===== config.mk =====
export PLATFORM = sky130hd
export DESIGN_NAME = grain_flex_config_loader
export DESIGN_NICKNAME = d
export VERILOG_FILES = /design/src/rtl/grain_flex_prog_pkg.sv /design/src/rtl/grain_flex_prog_shifter.sv /design/src/rtl/grain_flex_config_loader.sv
export SDC_FILE = /design/constraint.sdc
export NUM_CORES = 1
export LEC_CHECK = 0
export ABC_AREA = 0
export ABC_CLOCK_PERIOD_IN_PS = 1800
export BUFFER_PORTS_ARGS = -buffer_cell sky130_fd_sc_hd__buf_2
export CORE_MARGIN = 2
export CORE_UTILIZATION = 53
export DETAILED_ROUTE_END_ITERATION = 6
export PLACE_DENSITY = 0.77
export SYNTH_ARGS = -nofsm -noshare
export SYNTH_HDL_FRONTEND = slang
export SYNTH_SLANG_ARGS = --single-unit

===== constraint.sdc =====
create_clock -name clk -period 1.8 [get_ports clk]
set_input_delay 0.18 -clock clk [delete_from_list [all_inputs] [get_ports clk]]
set_output_delay 0.18 -clock clk [all_outputs]
set_load 0.02 [all_outputs]

===== src/rtl/grain_flex_prog_pkg.sv =====
// GrainFlex programming loader: shared state encoding
// and default parameter values.
package grain_flex_prog_pkg;

   typedef logic [2:0] state_t;

   localparam logic [2:0] S_IDLE   = 3'd0;
   localparam logic [2:0] S_RESET  = 3'd1;
   localparam logic [2:0] S_WAIT   = 3'd2;
   localparam logic [2:0] S_LO     = 3'd3;
   localparam logic [2:0] S_HI     = 3'd4;
   localparam logic [2:0] S_FINISH = 3'd5;

   localparam int DEF_BITSTREAM_LEN = 256;
   localparam int DEF_CLK_DIV       = 2;
   localparam int DEF_RST_CYCLES    = 4;

endpackage


===== src/rtl/grain_flex_prog_shifter.sv =====
// Byte PISO driving prog_din plus readback SIPO
// that assembles prog_dout samples into bytes.
module grain_flex_prog_shifter (
   input  logic       clk,
   input  logic       rst_n,
   input  logic       clr,
   input  logic       load,
   input  logic [7:0] load_data,
   input  logic       sample,
   input  logic       sample_bit,
   input  logic       advance,
   input  logic       flush,
   output logic       cur_bit,
   output logic       last_bit,
   output logic       rb_valid,
   output logic [7:0] rb_data
);

   logic [7:0] piso;
   logic [7:0] sipo;
   logic [2:0] idx;

   assign cur_bit  = piso[7];
   assign last_bit = (idx == 3'd7);

   always_ff @(posedge clk or negedge rst_n) begin
      if (!rst_n) begin
         piso     <= '0;
         sipo     <= '0;
         idx      <= '0;
         rb_valid <= 1'b0;
         rb_data  <= '0;
      end else begin
         rb_valid <= 1'b0;
         if (clr) begin
            idx  <= '0;
            sipo <= '0;
         end else begin
            if (load) begin
               piso <= load_data;
               idx  <= '0;
            end
            if (sample) begin
               sipo <= {sipo[6:0], sample_bit};
               if (idx == 3'd7) begin
                  rb_valid <= 1'b1;
                  rb_data  <= {sipo[6:0], sample_bit};
               end
            end
            // partial last byte: idx+1 valid bits, left-aligned
            if (flush) begin
               rb_valid <= 1'b1;
               rb_data  <= sipo << (3'd7 - idx);
            end
            if (advance) begin
               piso <= {piso[6:0], 1'b0};
               idx  <= idx + 3'd1;
            end
         end
      end
   end

endmodule


===== src/rtl/grain_flex_config_loader.sv =====
// GrainFlex serial bitstream loader: byte stream in,
// prog pins out, prog_dout readback as bytes.
module grain_flex_config_loader
   import grain_flex_prog_pkg::*;
#(
   parameter int BITSTREAM_LEN = DEF_BITSTREAM_LEN,
   parameter int CLK_DIV       = DEF_CLK_DIV,
   parameter int RST_CYCLES    = DEF_RST_CYCLES
) (
   input  logic       clk,
   input  logic       rst_n,
   input  logic       start,
   input  logic       abort,
   input  logic       byte_valid,
   input  logic [7:0] byte_data,
   output logic       byte_ready,
   output logic       rb_valid,
   output logic [7:0] rb_data,
   output logic       busy,
   output logic       done,
   output logic       aborted,
   output logic       prog_clk,
   output logic       prog_rst,
   output logic       prog_en,
   output logic       prog_din,
   input  logic       prog_dout
);

   localparam int PMAX = (CLK_DIV > RST_CYCLES) ? CLK_DIV : RST_CYCLES;
   localparam int PW   = $clog2(PMAX + 1);
   localparam int BW   = $clog2(BITSTREAM_LEN + 1);

   localparam logic [PW-1:0] PH_LAST  = PW'(CLK_DIV - 1);
   localparam logic [PW-1:0] RST_LAST = PW'(RST_CYCLES - 1);
   localparam logic [BW-1:0] BIT_LAST = BW'(BITSTREAM_LEN - 1);

   state_t        state;
   logic [PW-1:0] phase;
   logic [BW-1:0] bit_cnt;
   logic          aborted_q;

   logic kill, ph_end, final_bit;
   logic load, sample, advance, flush, clr;
   logic cur_bit, last_bit;

   assign busy      = (state != S_IDLE);
   assign kill      = busy && abort;
   assign ph_end    = (phase == PH_LAST);
   assign final_bit = (bit_cnt == BIT_LAST);

   assign byte_ready = (state == S_WAIT) && !abort;
   assign load       = byte_ready && byte_valid;
   assign sample     = (state == S_LO) && ph_end && !abort;
   assign advance    = (state == S_HI) && ph_end && !abort;
   assign flush      = advance && final_bit && !last_bit;
   assign clr        = kill || ((state == S_IDLE) && start);

   // WAIT with bits already sent is a host stall, not the pre-load wait
   assign prog_en  = (state == S_LO) || (state == S_HI) ||
                     ((state == S_WAIT) && (bit_cnt != '0));
   assign prog_clk = (state == S_HI);
   assign prog_rst = (state == S_RESET);
   assign prog_din = ((state == S_LO) || (state == S_HI)) && cur_bit;
   assign done     = (state == S_FINISH);
   assign aborted  = aborted_q;

   always_ff @(posedge clk or negedge rst_n) begin
      if (!rst_n) begin
         state     <= S_IDLE;
         phase     <= '0;
         bit_cnt   <= '0;
         aborted_q <= 1'b0;
      end else begin
         aborted_q <= kill;
         if (kill) begin
            state <= S_IDLE;
            phase <= '0;
         end else begin
            unique case (state)
               S_IDLE: begin
                  if (start) begin
                     state   <= S_RESET;
                     phase   <= '0;
                     bit_cnt <= '0;
                  end
               end
               S_RESET: begin
                  if (phase == RST_LAST) begin
                     state <= S_WAIT;
                     phase <= '0;
                  end else begin
                     phase <= phase + PW'(1);
                  end
               end
               S_WAIT: begin
                  if (load) begin
                     state <= S_LO;
                     phase <= '0;
                  end
               end
               S_LO: begin
                  if (ph_end) begin
                     state <= S_HI;
                     phase <= '0;
                  end else begin
                     phase <= phase + PW'(1);
                  end
               end
               S_HI: begin
                  if (ph_end) begin
                     phase   <= '0;
                     bit_cnt <= bit_cnt + BW'(1);
                     if (final_bit)     state <= S_FINISH;
                     else if (last_bit) state <= S_WAIT;
                     else               state <= S_LO;
                  end else begin
                     phase <= phase + PW'(1);
                  end
               end
               S_FINISH: state <= S_IDLE;
               default:  state <= S_IDLE;
            endcase
         end
      end
   end

   grain_flex_prog_shifter u_shifter (
      .clk        (clk),
      .rst_n      (rst_n),
      .clr        (clr),
      .load       (load),
      .load_data  (byte_data),
      .sample     (sample),
      .sample_bit (prog_dout),
      .advance    (advance),
      .flush      (flush),
      .cur_bit    (cur_bit),
      .last_bit   (last_bit),
      .rb_valid   (rb_valid),
      .rb_data    (rb_data)
   );

endmodule


---- Word level (Yosys, flattened, before mapping) ----
Cells that the tools add are included.
storage, ports and cells
  bits in registers ....................... 44
  bits of input ports ..................... 14
  output and inout port bits .............. 17
  word-level logic and storage cells ...... 96
cells by class
  add/subtract/negate cells ............... 4
  equality and inequality tests ........... 16
  shift-type cells ........................ 1
  muxes and demuxes ....................... 31
  bitwise logic cells ..................... 2
  reductions and logical operators ........ 33
operators by type and width
  cell                   number
  $mux W8                7
  $mux W3                14
  $mux W9                2
  $pmux W9 S2            1
  $pmux W3 S5            1
  $logic_and A1 B1 Y1    12
  $pmux W3 S4            1
  $reduce_bool A2 Y1     5
  $add A9 B1 Y9 const B  1
  $eq A3 B2 Y1 const B   3
  $eq A3 B3 Y1 const B   3
  $eq A9 B8 Y1 const B   1
  $ne A3 B3 Y1 const B   3
  $reduce_bool A9 Y1     1
  $shl A8 B3 Y8          1
  $add A3 B1 Y3 const B  2
  $eq A3 B1 Y1 const B   2
  $ne A3 B1 Y1 const B   2
  $reduce_and A3 Y1      2
  $reduce_bool A3 Y1     2
  $mux W1                5
  $reduce_and A5 Y1      1
  $reduce_bool A5 Y1     1
  $reduce_and A4 Y1      1
  9 further kinds        13

---- Depth between registers and ports, before layout ----
  depth after elaboration ................. 7
  mapped depth ............................ 8
  depth with buffers taken out ............ 7

---- Hierarchy ----
From an unflattened synthesis, not the netlist that was laid out.
unflattened totals
  cells, all modules ...................... 305
  area total of the unflattened synthesis .. 2886.5 sq um
modules (own cells, without submodules)
  module                    times used  cells an instance  area each (sq um)  sequential area each (sq um)
  grain_flex_prog_shifter   1           161                1666.6             700.7
  grain_flex_config_loader  1           144                1219.9             400.4

---- Worst setup path after synthesis ----
No wires, ideal clock.
  kind .................................... register to register
  start point ............................. register phase[1]
  end point ............................... register u_shifter.rb_data[4]
  setup time .............................. 0.094 ns
  data arrival time ....................... 1.715 ns
  required time ........................... 1.706 ns
  slack ................................... -0.009 ns
  stages on the path, launching flop included .. 8
  buffers on the path ..................... 1
  period minus slack after synthesis ...... 1.809 ns
  cells stage by stage .................... dfrtp_1 > inv_1 > ha_1 > nand2b_1 > or3_1 > buf_2 > mux2i_1 > a211oi_1
between the ends
  word-level cells in the longest chain between the ends .. 7
  elaborated cells on any way between the ends .. 11
  classes of those cells .................. eq/ne: 1; mux: 1; reduce/logical: 9
RTL lines
  what                               line                             RTL
  start, declared                    grain_flex_config_loader.sv:38   logic [PW-1:0] phase;
  start signal, assigned             grain_flex_config_loader.sv:92   phase <= phase + PW'(1);
  start signal, assigned             grain_flex_config_loader.sv:106  phase <= phase + PW'(1);
  start signal, assigned             grain_flex_config_loader.sv:117  phase <= phase + PW'(1);
  $eq A3 B1 Y1 *                     grain_flex_config_loader.sv:48   assign ph_end = (phase == PH_LAST);
  $logic_and A1 B1 Y1 (2 in series)  grain_flex_config_loader.sv:54   assign advance = (state == S_HI) && ph_end && !abort;
  $logic_and A1 B1 Y1 (2 in series)  grain_flex_config_loader.sv:55   assign flush = advance && final_bit && !last_bit;
  $reduce_bool A2 Y1 (no line)       --
  $reduce_and A3 Y1 (no line)        --
  end signal, assigned               grain_flex_prog_shifter.sv:47    rb_data <= {sipo[6:0], sample_bit};
  end signal, assigned               grain_flex_prog_shifter.sv:53    rb_data <= sipo << (3'd7 - idx);
  end, declared                      grain_flex_prog_shifter.sv:16    output logic [7:0] rb_data
Every way passes the cells marked *; elsewhere a longest branch is shown, timed or not.
A chain may end at the register's enable or synchronous reset.

---- Worst setup path after layout ----
  start point ............................. register state[0]
  end point ............................... output port prog_en
between the ends
  word-level cells in the longest chain between the ends .. 3
  elaborated cells on any way between the ends .. 6
  classes of those cells .................. eq/ne: 3; reduce/logical: 3
RTL lines
  what                                                              line                                                            RTL
  start, declared                                                   grain_flex_config_loader.sv:37                                  state_t state;
  start signal, assigned                                            grain_flex_config_loader.sv:69                                  state <= S_IDLE;
  start signal, assigned                                            grain_flex_config_loader.sv:76                                  state <= S_IDLE;
  start signal, assigned                                            grain_flex_config_loader.sv:82                                  state <= S_RESET;
  $eq A3 B2 Y1, or another cell as far along                        grain_flex_config_loader.sv:59                                  assign prog_en = (state == S_LO) || (state == S_HI) ||
  $logic_or A1 B1 Y1 / $logic_and A1 B1 Y1 (equally long branches)  grain_flex_config_loader.sv:59, grain_flex_config_loader.sv:60
  $logic_or A1 B1 Y1 *                                              grain_flex_config_loader.sv:59
  end, declared                                                     grain_flex_config_loader.sv:24                                  output logic prog_en,
Marks and branches as above.

==> flow_summary.toml <==
[layout]
n_antenna_cell = 0
area_growth_pct = 33.0
mostFrequentLayoutCell = "dfrtp_1"
nets = 365
final_cell_mix = "44 x dfrtp_1, 39 x buf_4, 35 x mux2i_1"
drive_above_1_share_pct = 36.8

[die]
initial_utilization_pct = 55.6
std_cell_rows = 25
io_pins = 31
dieWidth_um = 74.6
core_area_mm2 = 0.00475
fp.dieH_um = 74.6
dieArea_mm2 = 0.00557

[worst_setup_path]
worst-path-stages = 5
cpPeakStageDelay_ps = 420
crit_path_top_delay_cell = "dfrtp_1"
crit_path_end_kind = "primary output"
cp_top_family = "buffers and inverters"
reg2reg_depth = 6
worstPathRequired_ps = 1620
path_cells = "or3b_4 > buf_12 > buf_6 > o31ai_1 > buf_2"
crit_fanout = 5
critPathKind = "flip-flop to primary output"
reg2reg_slack_ps = -30
crit_buf_inv = 3
startpoint_type = "flip-flop"
crit_arrival_ps = 1670

[grt]
grt_pass1_vias = 2200
grt_use_total_pct = 23.9
grt_overflow = 0
grt_pass1_wl_um = 10200
antenna_found_initial = 0
grt_max_degree = 24

[synth]
synth_enable_flop_cells = 0
syn_area_mm2 = 0.00265
yosysUniqueCellTypes = 55
synthArstFlopShare_pct = 100
synthFlopType = "dfrtp_1"
synth_warnings = 0
synth_nets = 290
seq_area_frac_synth_pct = 41.6
syn_avg_cell_area_um2 = 9.94
synth_seq_cells = 44
syn_inst = 266

[power_and_ir_drop]
powerDensity_mw_per_mm2 = 883
p_clk_share_pct = 20.9
irDropWorstVdd_mv = 0.663
total_power_w = 0.00311
p_sw_share_pct = 36.3
combPwrFrac_pct = 39.9
power.switching_w = 0.00113
internal-power_w = 0.00198
p_seq_share_pct = 39.2
p_leak_nw = 1.69

[sta]
hold_viol = 0
worst_clock_skew_ps = 7.08
finalSetupViolCount = 7
rsz0062_at_grt = "yes"
slew_viol_final = 0
slew-limit-headroom_pct = 64.8
min_period_over_period_pct = 103
fin_crit_ps = 1850
timing.fmax_mhz = 540
fin_tns_setup_ps = -160
fin_hold_ws_ps = 120
worstMarginPinSlew_ps = 529
setup_slack_ps = -51.3

[detailed_routing]
vias = 2371
totalWireLength_um = 6740
vias_per_cell = 5.80
wl_per_cell_um = 16.5
drc_errors = 0
antenna_left = 0
drt_pass1_iterations = 5
first_iter_violations = 115

[place]
place_hpwl_um = 4440
gp_congestion = 0.836
numPortBuffers = 30
dpl_worst_slack_ps = -24.6

[clock_tree]
cts_buffers = 5
cts_tree = "yes"
cts.root.buffer_cell = "clkbuf_8"
cts_sinks = 44
clkTransAtPathRegs_ps = 80
cts_buffer_depth = 2
clock_latency_ps = 300
h-tree-depth = 2

[job]
max-cap-violations = 0

[run_status]
failed_checks = "negative setup slack"
status = "finished with violations"

[worst_hold_path]
whs_path_depth = 3
hold_path_class = "input port to flip-flop"
## tightest hold or removal path, cell delays in order
cell and delay [ps]:
buf_2 90, nand2_1 40, o21ai_0 60
## per-layer routing
layer  vias up  routed length, µm  global-route usage (%)
met5         -                  0                       0
met4         0                 89                    5.95
met3        17                279                    3.61
met2        77               3450                    40.9
met1      1177               2920                    32.0
li1       1100                  -                       -
## path summary, 6_finish.rpt
kind / to / start
max in group asynchronous: bit_cnt[6]$_DFFE_PN0P_ / rst_n
worst max-delay path: prog_en / state[0]$_DFFE_PN0P_
worst min register to register: u_shifter.piso[3]$_DFFE_PN0P_ / u_shifter.piso[3]$_DFFE_PN0P_
min in group asynchronous: aborted$_DFF_PN0_ / rst_n
worst min-delay path: u_shifter.piso[0]$_DFFE_PN0P_ / byte_data[0]
worst max register to register: u_shifter.piso[6]$_DFFE_PN0P_ / state[0]$_DFFE_PN0P_
## cells by family (layout without fill, tap and decap cells)
group	count (synthesis)	after routing	synth area share, %
fa+ha+maj	10	10	4.73
buf+inv	25	101	4.45
xor+xnor	6	6	1.99
mux	40	40	15.7
compound gates	55	55	13.2
flops	44	44	41.6
simple gates	86	86	18.3
## cell usage after synthesis (all sizes together), types with 4 or more instances
cell type / count / area (µm²)
nand2: 20 / 82.6
inv: 10 / 37.5
and2: 4 / 25.0
a211oi: 4 / 30.0
dfrtp: 44 / 1100
o22ai: 4 / 25.0
ha: 10 / 125
buf: 8 / 48.8
nor2: 28 / 105
a21oi: 15 / 75.1
mux2i: 37 / 370
clkbuf: 6 / 22.5
nand2b: 5 / 31.3
o21ai: 14 / 70.1
## through the flow
stage | utilization [%] | std cells | cell area [µm²]
3_5_place_dp | 65.5 | 386 | 3110
3_3_place_gp | 65.5 | 386 | 3110
4_1_cts | 69.8 | 400 | 3320
5_1_grt | 74.0 | 409 | 3520
6_report | 74.0 | 409 | 3520
2_1_floorplan | - | 266 | 2650
## area by class of cell
type / count / area (µm²)
multi-input combinational: 197 / 1550
fill: 352 / 1240
sequential: 44 / 1100
timing repair buffer: 82 / 634
tap: 67 / 83.8
clock buffer: 6 / 82.6
inverter: 11 / 53.8
clock inverter: 2 / 10.0
## flip-flops by register name, indices dropped and copies added, names as in the netlist
name	count
phase	3
bit_cnt	9
u_shifter.rb_data	8
aborted	1
u_shifter.piso	8
u_shifter.rb_valid	1
u_shifter.sipo	8
state	3
u_shifter.idx	3
## what timing repair did
item	in CTS	in global routing
cloned	0	2
buffers inserted	5	7
gates resized for setup	17	34
hold buffers	1	0
pin swaps	6	13
setup endpoints to repair	9	29
endpoints found under the hold margin	21	0
## power groups by stage
stage / logic (W) / registers [W] / clock network, W
6_report: 0.00124 / 0.00122 / 0.000650
3_3_place_gp: 0.00101 / 0.00120 / 0
5_1_grt: 0.00134 / 0.00123 / 0.000710
2_1_floorplan: 0.000630 / 0.00121 / 0
3_5_place_dp: 0.00104 / 0.00122 / 0
4_1_cts: 0.00107 / 0.00120 / 0.000657
Note: power is estimated with default switching activity, not from simulation.
